File: config.mk
export PLATFORM = sky130hd
export DESIGN_NAME = imem_boot_loader_flat
export DESIGN_NICKNAME = d
export VERILOG_FILES = /design/src/rtl/imem_boot_loader_if.sv /design/src/rtl/imem_boot_loader.sv /design/src/flat_wrapper.sv
export SDC_FILE = /design/constraint.sdc
export NUM_CORES = 1
export LEC_CHECK = 0
export ABC_AREA = 1
export BUFFER_PORTS_ARGS = -buffer_cell sky130_fd_sc_hd__buf_2
export CAP_MARGIN = 20
export CORE_MARGIN = 1
export CORE_UTILIZATION = 51
export DETAILED_ROUTE_END_ITERATION = 8
export PLACE_DENSITY = 0.78
export SYNTH_ARGS = -nofsm -noshare
export SYNTH_HDL_FRONTEND = slang
export SYNTH_SLANG_ARGS = --single-unit
export TNS_END_PERCENT = 5
File: constraint.sdc
create_clock -name clk -period 3 [get_ports clk]
set_clock_uncertainty 0.15 [all_clocks]
set_input_delay 0.45 -clock clk [delete_from_list [all_inputs] [get_ports clk]]
set_output_delay 0.45 -clock clk [all_outputs]
set_load 0.02 [all_outputs]
File: src/rtl/imem_boot_loader_if.sv
// Byte-stream in / imem write port / CPU boot status bundle for the boot loader.
interface imem_boot_loader_if #(
  parameter int ADDR_W = 6
);
  logic              in_valid;
  logic [7:0]        in_byte;
  logic              in_ready;
  logic              we;
  logic [ADDR_W-1:0] waddr;
  logic [31:0]       wdata;
  logic              cpu_reset;
  logic              done;
  logic              error;

  modport slave (
    input  in_valid, in_byte,
    output in_ready, we, waddr, wdata, cpu_reset, done, error
  );

  modport master (
    output in_valid, in_byte,
    input  in_ready, we, waddr, wdata, cpu_reset, done, error
  );
endinterface

File: src/rtl/imem_boot_loader.sv
// Loads a counted little-endian byte stream into imem word by word, then
// releases the core from reset.
module imem_boot_loader #(
  parameter int ADDR_W = 6
) (
  input  logic               clk,
  input  logic               reset,
  imem_boot_loader_if.slave  bus
);
  localparam int DEPTH = 1 << ADDR_W;

  typedef enum logic [2:0] {S_CNT_LO, S_CNT_HI, S_DATA, S_RUN, S_ERR} state_e;

  state_e            state_q, state_d;
  logic [15:0]       cnt_q, cnt_d;
  logic [1:0]        bidx_q, bidx_d;
  logic [ADDR_W:0]   widx_q, widx_d;
  logic [23:0]       asm_q, asm_d;
  logic              we_q, we_d;
  logic [ADDR_W-1:0] waddr_q, waddr_d;
  logic [31:0]       wdata_q, wdata_d;
  logic              cpu_reset_q, cpu_reset_d;
  logic              done_q, done_d;
  logic              error_q, error_d;

  logic              in_ready;
  logic              xfer;
  logic [15:0]       n_full;
  logic [ADDR_W:0]   widx_inc;

  assign in_ready = (state_q == S_CNT_LO) || (state_q == S_CNT_HI) || (state_q == S_DATA);
  assign xfer     = bus.in_valid && in_ready;
  assign n_full   = {bus.in_byte, cnt_q[7:0]};
  assign widx_inc = widx_q + 1'b1;

  always_comb begin
    state_d     = state_q;
    cnt_d       = cnt_q;
    bidx_d      = bidx_q;
    widx_d      = widx_q;
    asm_d       = asm_q;
    we_d        = 1'b0;
    waddr_d     = waddr_q;
    wdata_d     = wdata_q;
    cpu_reset_d = cpu_reset_q;
    done_d      = done_q;
    error_d     = error_q;
    case (state_q)
      S_CNT_LO: if (xfer) begin
        cnt_d[7:0] = bus.in_byte;
        state_d    = S_CNT_HI;
      end
      S_CNT_HI: if (xfer) begin
        cnt_d = n_full;
        if (n_full == 16'd0 || n_full > 16'(DEPTH)) begin
          state_d = S_ERR;
          error_d = 1'b1;
        end else begin
          state_d = S_DATA;
          widx_d  = '0;
          bidx_d  = '0;
        end
      end
      S_DATA: if (xfer) begin
        // Shift register: after three bytes asm holds {b2,b1,b0}.
        asm_d  = {bus.in_byte, asm_q[23:8]};
        bidx_d = bidx_q + 2'd1;
        if (bidx_q == 2'd3) begin
          we_d    = 1'b1;
          wdata_d = {bus.in_byte, asm_q};
          waddr_d = widx_q[ADDR_W-1:0];
          widx_d  = widx_inc;
          if (16'(widx_inc) == cnt_q) state_d = S_RUN;
        end
      end
      S_RUN: begin
        cpu_reset_d = 1'b0;
        done_d      = 1'b1;
      end
      S_ERR:   error_d = 1'b1;
      default: state_d = S_ERR;
    endcase
  end

  always_ff @(posedge clk or posedge reset) begin
    if (reset) begin
      state_q     <= S_CNT_LO;
      cnt_q       <= '0;
      bidx_q      <= '0;
      widx_q      <= '0;
      asm_q       <= '0;
      we_q        <= 1'b0;
      waddr_q     <= '0;
      wdata_q     <= '0;
      cpu_reset_q <= 1'b1;
      done_q      <= 1'b0;
      error_q     <= 1'b0;
    end else begin
      state_q     <= state_d;
      cnt_q       <= cnt_d;
      bidx_q      <= bidx_d;
      widx_q      <= widx_d;
      asm_q       <= asm_d;
      we_q        <= we_d;
      waddr_q     <= waddr_d;
      wdata_q     <= wdata_d;
      cpu_reset_q <= cpu_reset_d;
      done_q      <= done_d;
      error_q     <= error_d;
    end
  end

  assign bus.in_ready  = in_ready;
  assign bus.we        = we_q;
  assign bus.waddr     = waddr_q;
  assign bus.wdata     = wdata_q;
  assign bus.cpu_reset = cpu_reset_q;
  assign bus.done      = done_q;
  assign bus.error     = error_q;
endmodule
File: src/flat_wrapper.sv
// flat-port wrapper written by rule: the top's interface ports become plain ports
module imem_boot_loader_flat 
#(
  parameter int ADDR_W = 6
)
  (clk, reset, bus_in_valid, bus_in_byte, bus_in_ready, bus_we, bus_waddr, bus_wdata, bus_cpu_reset, bus_done, bus_error);
  imem_boot_loader_if #(.ADDR_W(ADDR_W)) bus_i ();
  input  logic clk;
  input  logic reset;
  input wire logic [$bits(bus_i.in_valid)-1:0] bus_in_valid;
  input wire logic [$bits(bus_i.in_byte)-1:0] bus_in_byte;
  output wire logic [$bits(bus_i.in_ready)-1:0] bus_in_ready;
  output wire logic [$bits(bus_i.we)-1:0] bus_we;
  output wire logic [$bits(bus_i.waddr)-1:0] bus_waddr;
  output wire logic [$bits(bus_i.wdata)-1:0] bus_wdata;
  output wire logic [$bits(bus_i.cpu_reset)-1:0] bus_cpu_reset;
  output wire logic [$bits(bus_i.done)-1:0] bus_done;
  output wire logic [$bits(bus_i.error)-1:0] bus_error;
  assign bus_i.in_valid = bus_in_valid;
  assign bus_i.in_byte = bus_in_byte;
  assign bus_in_ready = bus_i.in_ready;
  assign bus_we = bus_i.we;
  assign bus_waddr = bus_i.waddr;
  assign bus_wdata = bus_i.wdata;
  assign bus_cpu_reset = bus_i.cpu_reset;
  assign bus_done = bus_i.done;
  assign bus_error = bus_i.error;
  imem_boot_loader #(.ADDR_W(ADDR_W)) u_core (.clk(clk), .reset(reset), .bus(bus_i));
endmodule
==> run metrics, run 1 <==
delay of the slowest critical-path stage 0.49 ns; global route overflow 0; P&R area growth vs syn 13.51%; Post-synth top cells nand2_1 (155), dfrtp_1 (93), o21ai_0 (57); cts bufs inserted 9; final hold vios 4; grt met2 use 32.95%; Max IR drop VDD roughly 0.3 mV; Reg-to-Reg End u_core.bus.waddr[0]$_DFFE_PP0P_; Vias/cell around 5.0; DRT Wirelength 7.947 mm; GR met1 Demand/Resource 29.75%; failing checks hold timing; Slew HR 57.16%; CTS Buffer Depth 2; top cell type's share of synthesized area 58.71%; Final ANT Viol Nets 0; CP max FO 68; R2R Setup Slk 0.92 ns; WHS -0.002986 ns; crit path setup slack, layout 0.9201 ns; # DRC 0; Die ar. slightly above 8000 sq um; power per cell area roughly 500 nW/um^2; ys async rst share 100.0%; final setup fails 0; Crit-path slowest cell dfrtp_1; RSZ-0062 raised after global routing false; crit path capture u_core.bus.waddr[0]$_DFFE_PP0P_; max cap viols 0; Yosys top cell by area dfrtp_1; distinct cell type count after synthesis 30; I/O Pins 54; CP Class reg -> reg; dominant cell by count in the synthesized netlist nand2_1; die height between 90 and 100 um; wire per inst 13.05 um; placed instance area around 4300 sq um; first-pass GRT wire length 13.78 mm; chip width 90.16 um; fin nets 518; cell area after layout 4499 sq um; initial antenna violation count 0; post_cts resized 0; fin crit share 69.33%; Required @ worst endpoint 3.11 ns; post-synthesis sequential area ratio between 50% and 60%; post-CTS setup buffer count 0; final non-filler cell total 609; status complete, but fails checks; Syn Inst Count 452; P_leak 2.427 nW; Seq cells post-synth 94; Worst EP arrival 2.19 ns; share of cells above drive strength 1 ~17%; largest net degree at the start of global routing 69; Initial Util between 50% and 60%; num rows 31; Worst-Skew Late Latency 0.36 ns; fmax 0.4808 GHz; Global Route met3 Usage 4.569%; Pwr Total around 2.3 mW; Worst-Margin Slew ~0.64 ns; HPWL after detailed placement 5.575 mm; GP Congestion 0.8062; Setup TNS 0 ns; Synth Flop Type dfrtp_1; CP cell instances nor2_4 -> nand2_4 -> nor2_8 -> inv_4 -> nor2_8 -> inv_2 -> buf_4 -> nor2_1 -> inv_1 -> o21a_1; final slew viol count 0; worst flop-to-flop path startpoint u_core.state_q[2]$_DFFE_PP0P_; EDFF count, synth 0; CTS tree yes; DR pass1 iterations 4; Synth Warn # 0; # diodes 0; placed cells 593; H-tree levels 3; GR peak layer met2; average size of a mapped cell 8.769 sq um; clock root cell clkbuf_8; Detailed Route Iter0 Violations 274; R2R cell count 10; critical path's most frequent cell nor2_8; Setup crit end kind register; Port Buffers 53; Core Box Area 7370 sq um; post-placement setup slack 0.9009 ns; vias in the first global route 2991; largest cells by area after synthesis dfrtp_1 (59%), nand2_1 (15%), o21ai_0 (7.2%), inv_1 (4.8%), nand3_1 (2.5%); crit path time final 2.080 ns; CTS clk-pin slew, worst paths approximately 0.1 ns; Hold Path Class in -> async; Worst Setup Start Kind register; via count just over 3000; Post-Syn Area a little under 4000 sq um; Critical Path Source u_core.state_q[2]$_DFFE_PP0P_; hold buffer count at CTS 0; CTS Sinks 94; Fill cells 643; Net Count, Synth around 470; total track usage a little over a fifth
[kinds of logic (layout without fill, tap and decap cells)]
logic type      count (synthesis)  count (layout)  share of synthesized area (%)
compound gates                 79              79                          10.35
xor+xnor                        1               1                         0.2210
simple gates                  208             208                          22.19
flops                          94              94                          59.38
fa+ha+maj                       2               2                         0.6312
buf+inv                        68             126                          7.228
[cell type report]
cell class / count / area (sq um) / area share, %
Sequential cell: 94 / 2354 / 52.31
Multi-Input combinational cell: 290 / 1324 / 29.42
Timing Repair Buffer: 56 / 300.3 / 6.674
Inverter: 54 / 209.0 / 4.644
Clock buffer: 10 / 137.6 / 3.059
Tap cell: 99 / 123.9 / 2.753
Clock inverter: 6 / 51.30 / 1.140
[report_power, final]
group          internal, mW  switching, mW
Combinational        0.0423         0.0960
Clock                 0.339          0.470
Sequential             1.31         0.0217
[stage by stage]
step,utilization (%),hold slack (ns)
final,61.05,-0.002986
after global placement,58.49,0.2830
after detailed placement,58.49,0.2817
after global routing,61.05,0.03616
after floorplan,-,0.2951
after CTS,61.05,0.009827
[registers in the layout (all words and copies together), names as in the netlist]
signal                cells
u_core.bus.wdata         32
u_core.asm_q             24
u_core.cnt_q             16
u_core.widx_q             7
u_core.bus.waddr          6
u_core.state_q            3
u_core.bidx_q             2
u_core.bus.cpu_reset      1
u_core.bus.done           1
u_core.bus.error          1
u_core.bus.we             1
[worst max-delay path, delay by kind of cell, from the launching register on]
family                 cells  cell delay [ns]
AO/OA/AOI/OAI              1             0.10
buffers and inverters      4             0.51
flip-flops                 1             0.49
AND/OR/NAND/NOR            5             0.72
[metal layers]
metal	part of all wire [%]	up-vias	wire, um
li1	-	1531	-
met1	49	1419	3915
met2	45	69	3580
met3	3.9	14	309
met4	1.8	0	141
met5	0	-	0
[cells in the final DEF (no fill, tap or decap), drive strengths merged]
cell type	count
buf	56
clkbuf	10
nand3b	2
ha	2
o21ai	72
xor2	1
dfstp	1
dfrtp	93
nor2	21
nand4	3
nor3	3
clkinvlp	1
or2	3
a21oi	3
o21a	1
inv	57
a31oi	1
a21o	1
nand2	156
nand3	20
clkinv	2
o22ai	1
[worst min path at each step]
stage,startpoint,to,slack (ns)
after floorplan,u_core.cnt_q[15]$_DFFE_PP0P_,u_core.cnt_q[15]$_DFFE_PP0P_,0.30
after global placement,u_core.bus.cpu_reset$_DFFE_PP1N_,u_core.bus.cpu_reset$_DFFE_PP1N_,0.28
after detailed placement,u_core.bus.cpu_reset$_DFFE_PP1N_,u_core.bus.cpu_reset$_DFFE_PP1N_,0.28
after CTS,reset,u_core.bus.wdata[1]$_DFFE_PP0P_,0.01
after global routing,reset,u_core.bus.wdata[3]$_DFFE_PP0P_,0.04
final,reset,u_core.bus.wdata[1]$_DFFE_PP0P_,-0.003
No activity file was read; power rests on OpenSTA's default activity.
==> run 2: changes to the inputs <==
- clock period: 3 -> 1.7 ns (I/O delays scaled with it)
==> run 2 against run 1 <==
Effect of this change:
- the flow finishes with violations (setup timing)
- fmax is 16% higher
- sequential power grew 76%
- flip-flop and latch count stayed put
- count of clock-buffer cells in the layout down 1
- critical path type unchanged
==> run metrics, run 2 (same netlist as run 1, synthesis figures left out) <==
largest net degree at the start of global routing 48 (was 69); CTS tree yes (unchanged); DR pass1 iterations 5 (was 4); clock root cell clkbuf_8 (unchanged); max cap viols 0 (unchanged); Final ANT Viol Nets 0 (unchanged); vias in the first global route 3252 (was 2991); Required @ worst endpoint 1.80 ns (was 3.11 ns); max reg flops 32 (unchanged); post-layout util 66.08% (was 61.05%); cts bufs inserted 9 (unchanged); share of cells above drive strength 1 23.77% (was 16.67%); initial antenna violation count 0 (unchanged); Slew HR 62.50% (was 57.16%); Pwr Total 4.008 mW (was 2.275 mW); status complete, but fails checks (unchanged); CTS clk-pin slew, worst paths 0.09 ns (was 0.10 ns); RSZ-0062 raised after global routing true (was false); GP Congestion 0.8760 (was 0.8062); failing checks setup timing (was hold timing); Setup crit end kind register (unchanged); # diodes 0 (unchanged); fmax 0.5578 GHz (was 0.4808 GHz); crit path setup slack, layout -0.09281 ns (was 0.9201 ns); CP Class reg -> reg (unchanged); total track usage 22.92% (was 21.35%); Port Buffers 53 (unchanged); DRT Wirelength 8.380 mm (was 7.947 mm); fin crit share 105.5% (was 69.33%); Initial Util 53.79% (unchanged); Worst Setup Start Kind register (unchanged); crit path time final 1.793 ns (was 2.080 ns); Hold Path Class in -> reg (was in -> async); Max IR drop VDD 0.4400 mV (was 0.2930 mV); final setup fails 10 (was 0); commonest non-fill, non-tap cells in the layout nand2_1 (148), dfrtp_1 (92), o21ai_0 (56) (was nand2_1 (155), dfrtp_1 (93), o21ai_0 (57)); num rows 31 (unchanged); Core Box Area 7370 sq um (unchanged); I/O Pins 54 (unchanged); chip width 90.16 um (unchanged); commonest non-fill, non-tap cell in the layout nand2_1 (unchanged); first-pass GRT wire length 14.90 mm (was 13.78 mm); final hold vios 0 (was 4); via count 3277 (was 3033); Vias/cell 5.073 (was 4.980); final slew viol count 0 (unchanged); CP max FO 4 (was 68); Worst-Skew Late Latency 0.36 ns (about the same); CTS Sinks 94 (unchanged); Worst EP arrival 1.90 ns (was 2.19 ns); power per cell area 823.2 nW/um^2 (was 505.6 nW/um^2); # DRC 0 (unchanged); wire per inst 12.97 um (was 13.05 um); global route overflow 0 (unchanged); Die ar. 8129 sq um (unchanged); CTS Buffer Depth 2 (unchanged); Detailed Route Iter0 Violations 227 (was 274); HPWL after detailed placement 6.080 mm (was 5.575 mm); P&R area growth vs syn 22.85% (was 13.51%); H-tree levels 3 (unchanged); die height 90.16 um (unchanged); fin nets 555 (was 518); P_leak 2.621 nW (was 2.427 nW); Worst-Margin Slew 0.5614 ns (was 0.6412 ns)
-- run 2: cell count changes in the layout (fill, tap and decap cells not counted), sizes merged --
cell,change
clkinvlp,+2
buf,+32
clkbuf,-1
dlygate4sd3,+5
inv,-1
-- run 2: final timing paths --
kind | cells after the start | startpoint | slack [ns] | endpoint
max | 13 | u_core.widx_q[1]$_DFFE_PP0P_ | -0.09 | u_core.state_q[1]$_DFFE_PP0P_
min | 4 | bus_in_byte[3] | 0.06 | u_core.asm_q[19]$_DFFE_PP0P_
max in group asynchronous | 4 | reset | 0.53 | u_core.bus.wdata[30]$_DFFE_PP0P_
min in group asynchronous | 3 | reset | 0.33 | u_core.bus.wdata[0]$_DFFE_PP0P_
max reg2reg | 13 | u_core.widx_q[1]$_DFFE_PP0P_ | -0.09 | u_core.state_q[1]$_DFFE_PP0P_
min reg2reg | 2 | u_core.bus.cpu_reset$_DFFE_PP1N_ | 0.30 | u_core.bus.cpu_reset$_DFFE_PP1N_
-- run 2: stage by stage --
step | cell area, sq um | worst slack [ns] | cells | setup TNS (ns) | hold WS, ns
2_1_floorplan | 3968 | -0.02710 | 452 | -0.05364 | 0.2260
3_3_place_gp | 4568 | -0.1034 | 624 | -0.8901 | 0.1961
3_5_place_dp | 4568 | -0.1926 | 624 | -1.636 | 0.1884
4_1_cts | 4851 | -0.07609 | 646 | -0.1282 | 0.04077
5_1_grt | 4870 | -0.2333 | 646 | -3.047 | 0.06682
6_report | 4870 | -0.09281 | 646 | -0.2737 | 0.05570
-- run 2: timing repair --
action / 4_1_cts / 5_1_grt
hold buffers: 5 / 0
resized for setup: 14 / 6
endpoints found under the hold margin: 24 / 0
setup endpoints to repair: 5 / 54
setup buffers: 1 / 0
pin swaps: 5 / 6
-- run 2: report_power, final --
| group | leakage, nW | total (mW) | switching (mW) | internal, mW |
|---|---|---|---|---|
| logic | 1.36 | 0.292 | 0.183 | 0.110 |
| registers | 1.17 | 2.34 | 0.0386 | 2.31 |
| clock network | 0.0881 | 1.37 | 0.821 | 0.552 |
-- run 2: critical path, stage by stage, from the launching register on --
cell and delay (ns):
dfrtp_1 0.42, ha_4 0.19, nand2_4 0.08, inv_2 0.06
nand3_1 0.07, nand3_1 0.09, nand2_1 0.07, nand2_1 0.05
nor2_1 0.10, nand3_1 0.10, nand2_2 0.11, nand2_2 0.07
nand2_1 0.09, nand2_1 0.05
-- run 2: cell type report --
class	instances	area [sq um]
Clock inverter	7	57.56
Timing Repair Buffer	93	629.4
Fill cell	602	2500
Clock buffer	9	123.9
Inverter	54	209.0
Sequential cell	94	2355
Multi-Input combinational cell	290	1371
Tap cell	99	123.9
-- run 2: metal layers --
layer / share of wire (%) / vias to the layer above / track usage, %
li1: - / 1597 / -
met1: 45 / 1546 / 30.77
met2: 48 / 119 / 36.64
met3: 4.7 / 15 / 3.976
met4: 2.1 / 0 / 10.35
met5: 0 / - / 0
